### src/rtl/gpu_fill_pkg.sv
// Shared definitions for the GPU fill engine: slave register indices, fill
// mode and FSM state encodings, the latched fill-bounds record and a clamp
// helper used when a rectangle overhangs the framebuffer edge.
package gpu_fill_pkg;

  // Slave register map (word index on SLAVE_address)
  localparam logic [3:0] REG_CTRL     = 4'd0;  // bit0 start (rising edge launches a fill)
  localparam logic [3:0] REG_STATUS   = 4'd1;  // bit0 done, bit1 busy; any write clears done
  localparam logic [3:0] REG_COLOR    = 4'd2;
  localparam logic [3:0] REG_X0       = 4'd3;
  localparam logic [3:0] REG_Y0       = 4'd4;
  localparam logic [3:0] REG_X1       = 4'd5;
  localparam logic [3:0] REG_Y1       = 4'd6;
  localparam logic [3:0] REG_MODE     = 4'd7;
  localparam logic [3:0] REG_PIXCOUNT = 4'd8;  // read-only

  typedef enum logic [1:0] {
    MODE_NONE  = 2'd0,
    MODE_CLEAR = 2'd1,
    MODE_RECT  = 2'd2
  } fill_mode_e;

  typedef enum logic [1:0] {
    ST_IDLE,
    ST_SETUP,
    ST_WRITE,
    ST_DONE
  } fill_state_e;

  // Inclusive pixel bounds of one fill
  typedef struct packed {
    logic [31:0] x0;
    logic [31:0] y0;
    logic [31:0] x1;
    logic [31:0] y1;
  } fill_bounds_t;

  function automatic logic [31:0] clamp_max(input logic [31:0] value,
                                            input logic [31:0] limit);
    return (value > limit) ? limit : value;
  endfunction

endpackage

### src/rtl/gpu_fill_engine_if.sv
// Bus bundle of the GPU fill engine: the register slave port used by the CPU
// and the pixel write master port that streams into the framebuffer.
// Modport 'slave' is the engine's view (it is the register slave and drives
// the pixel master signals); modport 'master' is the system/host view.
//   SLAVE_read/write/chipselect  register access strobes
//   SLAVE_address[3:0]           register word index
//   SLAVE_writedata/readdata     32-bit register data
//   MASTER_write                 pixel write request
//   MASTER_address[31:0]         pixel byte address
//   MASTER_writedata[31:0]       pixel colour
//   MASTER_waitrequest           interconnect stall, holds the current pixel
interface gpu_fill_engine_if;
  logic        SLAVE_read;
  logic        SLAVE_write;
  logic        SLAVE_chipselect;
  logic [3:0]  SLAVE_address;
  logic [31:0] SLAVE_writedata;
  logic [31:0] SLAVE_readdata;

  logic        MASTER_write;
  logic [31:0] MASTER_address;
  logic [31:0] MASTER_writedata;
  logic        MASTER_waitrequest;

  modport slave (
    input  SLAVE_read, SLAVE_write, SLAVE_chipselect, SLAVE_address, SLAVE_writedata,
    output SLAVE_readdata,
    output MASTER_write, MASTER_address, MASTER_writedata,
    input  MASTER_waitrequest
  );

  modport master (
    output SLAVE_read, SLAVE_write, SLAVE_chipselect, SLAVE_address, SLAVE_writedata,
    input  SLAVE_readdata,
    input  MASTER_write, MASTER_address, MASTER_writedata,
    output MASTER_waitrequest
  );
endinterface

### src/rtl/fill_raster_counter.sv
// Raster walker for a fill: x runs fastest from x_start to x_end, then y
// steps. The byte offset of the current pixel is kept as a row offset plus a
// column offset, both advanced by constant strides, so the pixel loop needs
// only adders. The multiplies happen once, at load.
//   CLK, RESET      clock, asynchronous active-high reset
//   load            capture bounds and position on the first pixel
//   advance         step to the next pixel in raster order
//   x_start..y_end  inclusive bounds (already clamped by the caller)
//   x, y            current pixel coordinates
//   offset          (y*H_RES + x)*BPP_BYTES for the current pixel
//   last            current pixel is the final pixel of the fill
module fill_raster_counter #(
  parameter int H_RES     = 640,
  parameter int BPP_BYTES = 4
) (
  input  logic        CLK,
  input  logic        RESET,
  input  logic        load,
  input  logic        advance,
  input  logic [31:0] x_start,
  input  logic [31:0] y_start,
  input  logic [31:0] x_end,
  input  logic [31:0] y_end,
  output logic [31:0] x,
  output logic [31:0] y,
  output logic [31:0] offset,
  output logic        last
);

  localparam logic [31:0] ROW_STRIDE = 32'(H_RES * BPP_BYTES);
  localparam logic [31:0] COL_STRIDE = 32'(BPP_BYTES);

  logic [31:0] x_first, x_last, y_last;
  logic [31:0] row_off, col_off, col_first;

  // NOTE: state registers use non-blocking assignments so every flop samples
  // the pre-edge values; blocking here would let later lines see new values.
  always_ff @(posedge CLK or posedge RESET) begin
    if (RESET) begin
      x         <= '0;
      y         <= '0;
      x_first   <= '0;
      x_last    <= '0;
      y_last    <= '0;
      row_off   <= '0;
      col_off   <= '0;
      col_first <= '0;
    end else if (load) begin
      x         <= x_start;
      y         <= y_start;
      x_first   <= x_start;
      x_last    <= x_end;
      y_last    <= y_end;
      row_off   <= y_start * ROW_STRIDE;
      col_first <= x_start * COL_STRIDE;
      col_off   <= x_start * COL_STRIDE;
    end else if (advance) begin
      if (x == x_last) begin
        x       <= x_first;
        y       <= y + 32'd1;
        col_off <= col_first;
        row_off <= row_off + ROW_STRIDE;
      end else begin
        x       <= x + 32'd1;
        col_off <= col_off + COL_STRIDE;
      end
    end
  end

  assign offset = row_off + col_off;
  assign last   = (x == x_last) && (y == y_last);

endmodule

### src/rtl/gpu_fill_engine.sv
// GPU fill engine: a register-programmed block that writes a solid colour
// over the whole framebuffer (clear) or over an inclusive rectangle (rect),
// one pixel per cycle on the master port when not stalled.
//   CLK, RESET  clock, asynchronous active-high reset
//   bus         register slave + pixel write master (gpu_fill_engine_if.slave)
//   done        mirrors STATUS.done
module gpu_fill_engine
  import gpu_fill_pkg::*;
#(
  parameter int          H_RES     = 640,
  parameter int          V_RES     = 480,
  parameter logic [31:0] FB_BASE   = 32'h0,
  parameter int          BPP_BYTES = 4
) (
  input  logic               CLK,
  input  logic               RESET,
  gpu_fill_engine_if.slave   bus,
  output logic               done
);

  localparam logic [31:0] H_LIM = 32'(H_RES);
  localparam logic [31:0] V_LIM = 32'(V_RES);
  localparam logic [31:0] H_MAX = 32'(H_RES - 1);
  localparam logic [31:0] V_MAX = 32'(V_RES - 1);

  fill_state_e  state_q, state_n;
  fill_mode_e   mode_sel;
  fill_bounds_t bounds;
  logic         bounds_ok;

  logic        ctrl_start_q, done_q;
  logic [31:0] color_q, x0_q, y0_q, x1_q, y1_q, mode_q;
  logic [31:0] pixcount_q, fill_color_q, readdata_q, read_mux;

  logic        slave_wr, slave_rd, start_edge, busy, accept, done_set;
  logic        load, advance, last;
  logic [31:0] ras_x, ras_y, ras_offset;

  assign slave_wr   = bus.SLAVE_chipselect && bus.SLAVE_write;
  assign slave_rd   = bus.SLAVE_chipselect && bus.SLAVE_read;
  // Only a 0->1 transition of the stored start bit launches a fill.
  assign start_edge = slave_wr && (bus.SLAVE_address == REG_CTRL) &&
                      bus.SLAVE_writedata[0] && !ctrl_start_q;
  assign busy       = (state_q == ST_SETUP) || (state_q == ST_WRITE);
  assign accept     = (state_q == ST_WRITE) && !bus.MASTER_waitrequest;
  assign load       = (state_q == ST_SETUP);
  assign advance    = accept && !last;

  // Effective bounds of the programmed fill, evaluated while in SETUP.
  // NOTE: every combinational output gets a default before the case so no
  // path leaves it unassigned, which would otherwise infer a latch.
  always_comb begin
    mode_sel  = MODE_NONE;
    bounds    = '0;
    bounds_ok = 1'b0;
    case (mode_q)
      32'd1:   mode_sel = MODE_CLEAR;
      32'd2:   mode_sel = MODE_RECT;
      default: mode_sel = MODE_NONE;
    endcase
    case (mode_sel)
      MODE_CLEAR: begin
        bounds    = '{x0: 32'd0, y0: 32'd0, x1: H_MAX, y1: V_MAX};
        bounds_ok = 1'b1;
      end
      MODE_RECT: begin
        bounds    = '{x0: x0_q, y0: y0_q,
                      x1: clamp_max(x1_q, H_MAX), y1: clamp_max(y1_q, V_MAX)};
        bounds_ok = (bounds.x0 <= bounds.x1) && (bounds.y0 <= bounds.y1) &&
                    (x0_q < H_LIM) && (y0_q < V_LIM);
      end
      default: bounds_ok = 1'b0;
    endcase
  end

  always_comb begin
    state_n = state_q;
    case (state_q)
      ST_IDLE:  if (start_edge) state_n = ST_SETUP;
      ST_SETUP: state_n = bounds_ok ? ST_WRITE : ST_DONE;
      ST_WRITE: if (accept && last) state_n = ST_DONE;
      ST_DONE:  state_n = ST_IDLE;
      default:  state_n = ST_IDLE;
    endcase
  end

  // done rises on the same edge the FSM enters DONE, which also drops busy.
  assign done_set = (state_n == ST_DONE) && (state_q != ST_DONE);

  always_ff @(posedge CLK or posedge RESET) begin
    if (RESET) state_q <= ST_IDLE;
    else       state_q <= state_n;
  end

  // Register file; STATUS writes only clear done and lose to a same-cycle set.
  always_ff @(posedge CLK or posedge RESET) begin
    if (RESET) begin
      ctrl_start_q <= 1'b0;
      done_q       <= 1'b0;
      color_q      <= '0;
      x0_q         <= '0;
      y0_q         <= '0;
      x1_q         <= '0;
      y1_q         <= '0;
      mode_q       <= '0;
    end else begin
      if (slave_wr) begin
        case (bus.SLAVE_address)
          REG_CTRL:  ctrl_start_q <= bus.SLAVE_writedata[0];
          REG_COLOR: color_q      <= bus.SLAVE_writedata;
          REG_X0:    x0_q         <= bus.SLAVE_writedata;
          REG_Y0:    y0_q         <= bus.SLAVE_writedata;
          REG_X1:    x1_q         <= bus.SLAVE_writedata;
          REG_Y1:    y1_q         <= bus.SLAVE_writedata;
          REG_MODE:  mode_q       <= bus.SLAVE_writedata;
          default:   ;
        endcase
      end
      if (done_set)
        done_q <= 1'b1;
      else if (slave_wr && (bus.SLAVE_address == REG_STATUS))
        done_q <= 1'b0;
    end
  end

  always_ff @(posedge CLK or posedge RESET) begin
    if (RESET) begin
      pixcount_q   <= '0;
      fill_color_q <= '0;
    end else if (load) begin
      pixcount_q   <= '0;
      fill_color_q <= color_q;
    end else if (accept) begin
      pixcount_q   <= pixcount_q + 32'd1;
    end
  end

  always_comb begin
    read_mux = '0;
    case (bus.SLAVE_address)
      REG_CTRL:     read_mux = {31'd0, ctrl_start_q};
      REG_STATUS:   read_mux = {30'd0, busy, done_q};
      REG_COLOR:    read_mux = color_q;
      REG_X0:       read_mux = x0_q;
      REG_Y0:       read_mux = y0_q;
      REG_X1:       read_mux = x1_q;
      REG_Y1:       read_mux = y1_q;
      REG_MODE:     read_mux = mode_q;
      REG_PIXCOUNT: read_mux = pixcount_q;
      default:      read_mux = '0;
    endcase
  end

  // Read data is registered: it appears the cycle after the read is sampled.
  always_ff @(posedge CLK or posedge RESET) begin
    if (RESET)         readdata_q <= '0;
    else if (slave_rd) readdata_q <= read_mux;
  end

  fill_raster_counter #(
    .H_RES     (H_RES),
    .BPP_BYTES (BPP_BYTES)
  ) u_raster (
    .CLK     (CLK),
    .RESET   (RESET),
    .load    (load),
    .advance (advance),
    .x_start (bounds.x0),
    .y_start (bounds.y0),
    .x_end   (bounds.x1),
    .y_end   (bounds.y1),
    .x       (ras_x),
    .y       (ras_y),
    .offset  (ras_offset),
    .last    (last)
  );

  // Master outputs come straight from registered state, so they stay stable
  // while waitrequest stalls and drop to zero the instant reset hits.
  assign bus.MASTER_write     = (state_q == ST_WRITE);
  assign bus.MASTER_address   = (state_q == ST_WRITE) ? (FB_BASE + ras_offset) : 32'd0;
  assign bus.MASTER_writedata = (state_q == ST_WRITE) ? fill_color_q : 32'd0;
  assign bus.SLAVE_readdata   = readdata_q;
  assign done                 = done_q;

endmodule

### src/flat_wrapper.sv
// flat-port wrapper written by rule: the top's interface ports become plain ports
module gpu_fill_engine_flat import gpu_fill_pkg::*;
#(
  parameter int          H_RES     = 640,
  parameter int          V_RES     = 480,
  parameter logic [31:0] FB_BASE   = 32'h0,
  parameter int          BPP_BYTES = 4
)
  (CLK, RESET, done, bus_SLAVE_read, bus_SLAVE_write, bus_SLAVE_chipselect, bus_SLAVE_address, bus_SLAVE_writedata, bus_SLAVE_readdata, bus_MASTER_write, bus_MASTER_address, bus_MASTER_writedata, bus_MASTER_waitrequest);
  gpu_fill_engine_if bus_i ();
  input  logic CLK;
  input  logic RESET;
  output logic done;
  input wire logic [$bits(bus_i.SLAVE_read)-1:0] bus_SLAVE_read;
  input wire logic [$bits(bus_i.SLAVE_write)-1:0] bus_SLAVE_write;
  input wire logic [$bits(bus_i.SLAVE_chipselect)-1:0] bus_SLAVE_chipselect;
  input wire logic [$bits(bus_i.SLAVE_address)-1:0] bus_SLAVE_address;
  input wire logic [$bits(bus_i.SLAVE_writedata)-1:0] bus_SLAVE_writedata;
  output wire logic [$bits(bus_i.SLAVE_readdata)-1:0] bus_SLAVE_readdata;
  output wire logic [$bits(bus_i.MASTER_write)-1:0] bus_MASTER_write;
  output wire logic [$bits(bus_i.MASTER_address)-1:0] bus_MASTER_address;
  output wire logic [$bits(bus_i.MASTER_writedata)-1:0] bus_MASTER_writedata;
  input wire logic [$bits(bus_i.MASTER_waitrequest)-1:0] bus_MASTER_waitrequest;
  assign bus_i.SLAVE_read = bus_SLAVE_read;
  assign bus_i.SLAVE_write = bus_SLAVE_write;
  assign bus_i.SLAVE_chipselect = bus_SLAVE_chipselect;
  assign bus_i.SLAVE_address = bus_SLAVE_address;
  assign bus_i.SLAVE_writedata = bus_SLAVE_writedata;
  assign bus_SLAVE_readdata = bus_i.SLAVE_readdata;
  assign bus_MASTER_write = bus_i.MASTER_write;
  assign bus_MASTER_address = bus_i.MASTER_address;
  assign bus_MASTER_writedata = bus_i.MASTER_writedata;
  assign bus_i.MASTER_waitrequest = bus_MASTER_waitrequest;
  gpu_fill_engine #(.H_RES(H_RES), .V_RES(V_RES), .FB_BASE(FB_BASE), .BPP_BYTES(BPP_BYTES)) u_core (.CLK(CLK), .RESET(RESET), .bus(bus_i), .done(done));
endmodule
### config.mk
export PLATFORM = sky130hd
export DESIGN_NAME = gpu_fill_engine_flat
export DESIGN_NICKNAME = d
export VERILOG_FILES = /design/src/rtl/gpu_fill_pkg.sv /design/src/rtl/gpu_fill_engine_if.sv /design/src/rtl/fill_raster_counter.sv /design/src/rtl/gpu_fill_engine.sv /design/src/flat_wrapper.sv
export SDC_FILE = /design/constraint.sdc
export NUM_CORES = 2
export LEC_CHECK = 0
export ABC_AREA = 1
export CAP_MARGIN = 20
export CORE_MARGIN = 3
export CORE_UTILIZATION = 50
export DETAILED_ROUTE_END_ITERATION = 8
export MAX_ROUTING_LAYER = met4
export PLACE_DENSITY = 0.68
export SYNTH_ARGS = -nofsm -noshare
export SYNTH_HDL_FRONTEND = slang
export SYNTH_HIERARCHICAL = 1
export SYNTH_SLANG_ARGS = --single-unit
### constraint.sdc
create_clock -name CLK -period 15.6 [get_ports CLK]
set_input_delay 4.68 -clock CLK [delete_from_list [all_inputs] [get_ports CLK]]
set_output_delay 4.68 -clock CLK [all_outputs]
set_load 0.03 [all_outputs]
==> reports/metrics.yaml <==
status: "complete, no violations"
route.vias.total: 29982
cts-hold-fix-buffers: 0
drt_wl_total_um: 103000
yosysWarnings: 6
setup_viol: 0
grt_first_pass_wirelength_um: 160000
fmaxAchievable_mhz: 120
final_design_utilization: 0.576
drt-pass1-iter-count: 6
hold-path-endpoint: "u_core/u_raster/x_first[0]"
tns_ps: 0
yosys_register_bits: 505
number_of_buffers_added_by_the_clock_tree_synthesis_step: 55
synth.area.top_cells: "dfrtp_1 40%, nand2_1 19%, inv_1 5.9%"
hold_path.startpoint: "u_core/u_raster/x_first[0]"
initial_utilization: 0.508
numPortBuffers: 137
num_antenna_cells: 0
synth_enable_flop_cells: 0
yosysTopAreaCellShare: 0.400
worstSetupStartpointType: "input port"
syn-mean-instance-area_um2: 7.06
dr_iter_0_viols: 2980
syn2layout_area_growth_pct: 13.4
rsz0062_at_grt: "false"
synth_simple_gate_area_share: 0.298
finalWorstPathRequiredPeriod_ps: 8350
synth-async-reset-ratio: 1.00
clk_latency_ps: 650
grt_usage: 0.315
synthDominantAreaCellType: "dfrtp_1"
synthDistinctLibCells: 58
clock_tree.htree_level_count: 2
maxcap_violations: 0
netlist_top_cells_count: "1,629 x nand2_1, 505 x dfrtp_1, 497 x inv_1, 347 x o21ai_0, 286 x nor2_1"
drive_above_1_share: 0.0424
r2r_start: "u_core/state_q[0]"
dp.cells: 5380
worst_ep_arrival_time_ps: 8780
dpl_worst_slack_ps: 6800
route.detailed.vias_per_inst: 5.47
core_um2: 62200
compound_gate_portion_of_the_synthesized_area: 0.128
holdCritPathClass: "reg -> reg"
max-clock-path-buffers: 3
grt_antenna_before_repair: 0
final_cell_count_without_fillers: 5481
post_cts_buffers: 0
drt.antenna.violating_nets: 0
final_hold_violations: 0
floorplan.die.height_um: 257
cts_tree: "built"
post_dp_cell_area_um2: 33800
final_nets: 4783
hold_ws_ps: 468
clock_tree.root_cell: "clkbuf_16"
sink_count: 505
combinational_family_with_the_most_area_after_synthesis: "simple AND/OR/NAND/NOR gates"
vdd_ir_drop_max_v: 0.000101
crit_path_max_fanout: 60
grt_pass1_vias: 27968
final_worst_clock_skew_ps: 57.1
path_clk_slew_ps: 60
critical_path_class: "in -> reg"
global_route_congestion_overflow_total: 0
synth_adder_area_share: 0.0545
end_kind: "flip-flop"
p_per_area_nw_per_um2: 133
gp_congestion: 0.966
synthXorXnorAreaFrac: 0.0341
synthMostInstantiatedCell: "nand2_1"
grt_start_max_net_pins: 104
worstReg2RegEnd: "u_core/u_raster/row_off[13]"
syn-cell-area_um2: 31600
route.detailed.drc: 0
wl_per_cell_um: 18.8
max_slew_headroom: 0.268
design.die.area_um2: 66200
seq_area_frac_synth: 0.400
power.leakage_nw: 18.7
timing_worst_slew_pin_value_ps: 1100
final_max_slew_viol_count: 0
postCtsResizedCells: 0
critPathRequiredTime_ps: 16030
placement_rows: 91
crit_share_post_route: 0.535
final_area_um2: 35800
io-pin-count: 140
worst_r2r_setup_slack_ps: 10380
total_power_mw: 4.77
final.setup.worst_slack_ps: 7250
worst-r2r-cell-count: 13
die_x_um: 257
synth.mux.area_fraction: 0
instance_count_of_the_mapped_netlist: 4476
place_hpwl_um: 75300
synth_ff_type: "dfrtp_1"
timing.hold.worst_path_depth: 2
## state kept, by name, summed over array words and instances, names as in the netlist
register / cells
u_core/bus.SLAVE_readdata: 32
u_core/color_q: 32
u_core/fill_color_q: 32
u_core/mode_q: 32
u_core/pixcount_q: 32
u_core/u_raster/x: 32
u_core/u_raster/x_first: 32
u_core/u_raster/x_last: 32
u_core/u_raster/y: 32
u_core/u_raster/y_last: 32
u_core/x0_q: 32
u_core/x1_q: 32
u_core/y0_q: 32
u_core/y1_q: 32
u_core/u_raster/col_off: 30
u_core/u_raster/row_off: 23
u_core/state_q: 2
u_core/ctrl_start_q: 1
u_core/done: 1
## cell usage in the layout (no fill, tap or decap), types with 21 or more instances in the layout
master           instances
nand2_1               1625
dfrtp_1                505
inv_1                  495
o21ai_0                347
nor2_1                 283
a21oi_1                193
nand3_1                158
clkdlybuf4s50_1        137
ha_1                   133
conb_1                  92
xor2_1                  67
nand4_1                 64
xnor2_1                 56
clkbuf_16               55
nor3_1                  54
o21ai_1                 40
nor4_1                  30
a221oi_1                27
nand2_2                 22
a32o_1                  22
buf_4                   21
## critical path, stage by stage
cell             delay (ps)
clkdlybuf4s50_1         390
nor2_1                  130
buf_4                   220
clkinv_1                320
nor2_1                  460
nor2_4                   30
buf_4                   350
inv_1                   560
nand2_4                 440
inv_2                   940
o21ai_0                 170
## per-layer routing
layer / up-vias / share of wire / GRT usage
met2: 1180 / 0.46 / 0.496
met5: - / 0 / -
met4: 0 / 0.046 / 0.134
li1: 14505 / - / -
met3: 249 / 0.068 / 0.0380
met1: 14048 / 0.42 / 0.412
## logic make-up after synthesis
logic type,count (synthesis)
fa+ha+maj,137
compound gates,722
other cells,3
buf+inv,694
simple gates,2292
xor+xnor,123
flops,505
## area by class of cell
cell class / instances / area, um^2
Fill cell: 6084 / 26300
Multi-Input combinational cell: 3366 / 16700
Sequential cell: 505 / 12600
Inverter: 514 / 1950
Timing Repair Buffer: 162 / 1610
Clock buffer: 73 / 1550
Tap cell: 837 / 1050
Clock inverter: 24 / 362
## how the worst max path moves through the flow
stage | startpoint | endpoint | cells after the start
floorplan | RESET | u_core/bus.SLAVE_readdata[0] | 1
global placement | bus_MASTER_waitrequest | u_core/u_raster/row_off[13] | 11
detailed placement | bus_MASTER_waitrequest | u_core/u_raster/row_off[13] | 11
CTS | u_core/u_raster/col_off[10] | bus_MASTER_address[26] | 12
global route | u_core/u_raster/col_off[10] | bus_MASTER_address[26] | 12
finish | bus_MASTER_waitrequest | u_core/u_raster/row_off[13] | 11
## where the power goes
part,total (mW),switching [mW],internal (mW)
clock,1.39,0.578,0.817
combinational,1.48,0.983,0.494
sequential,1.90,0.329,1.57
Note: power is estimated with default switching activity, not from simulation.
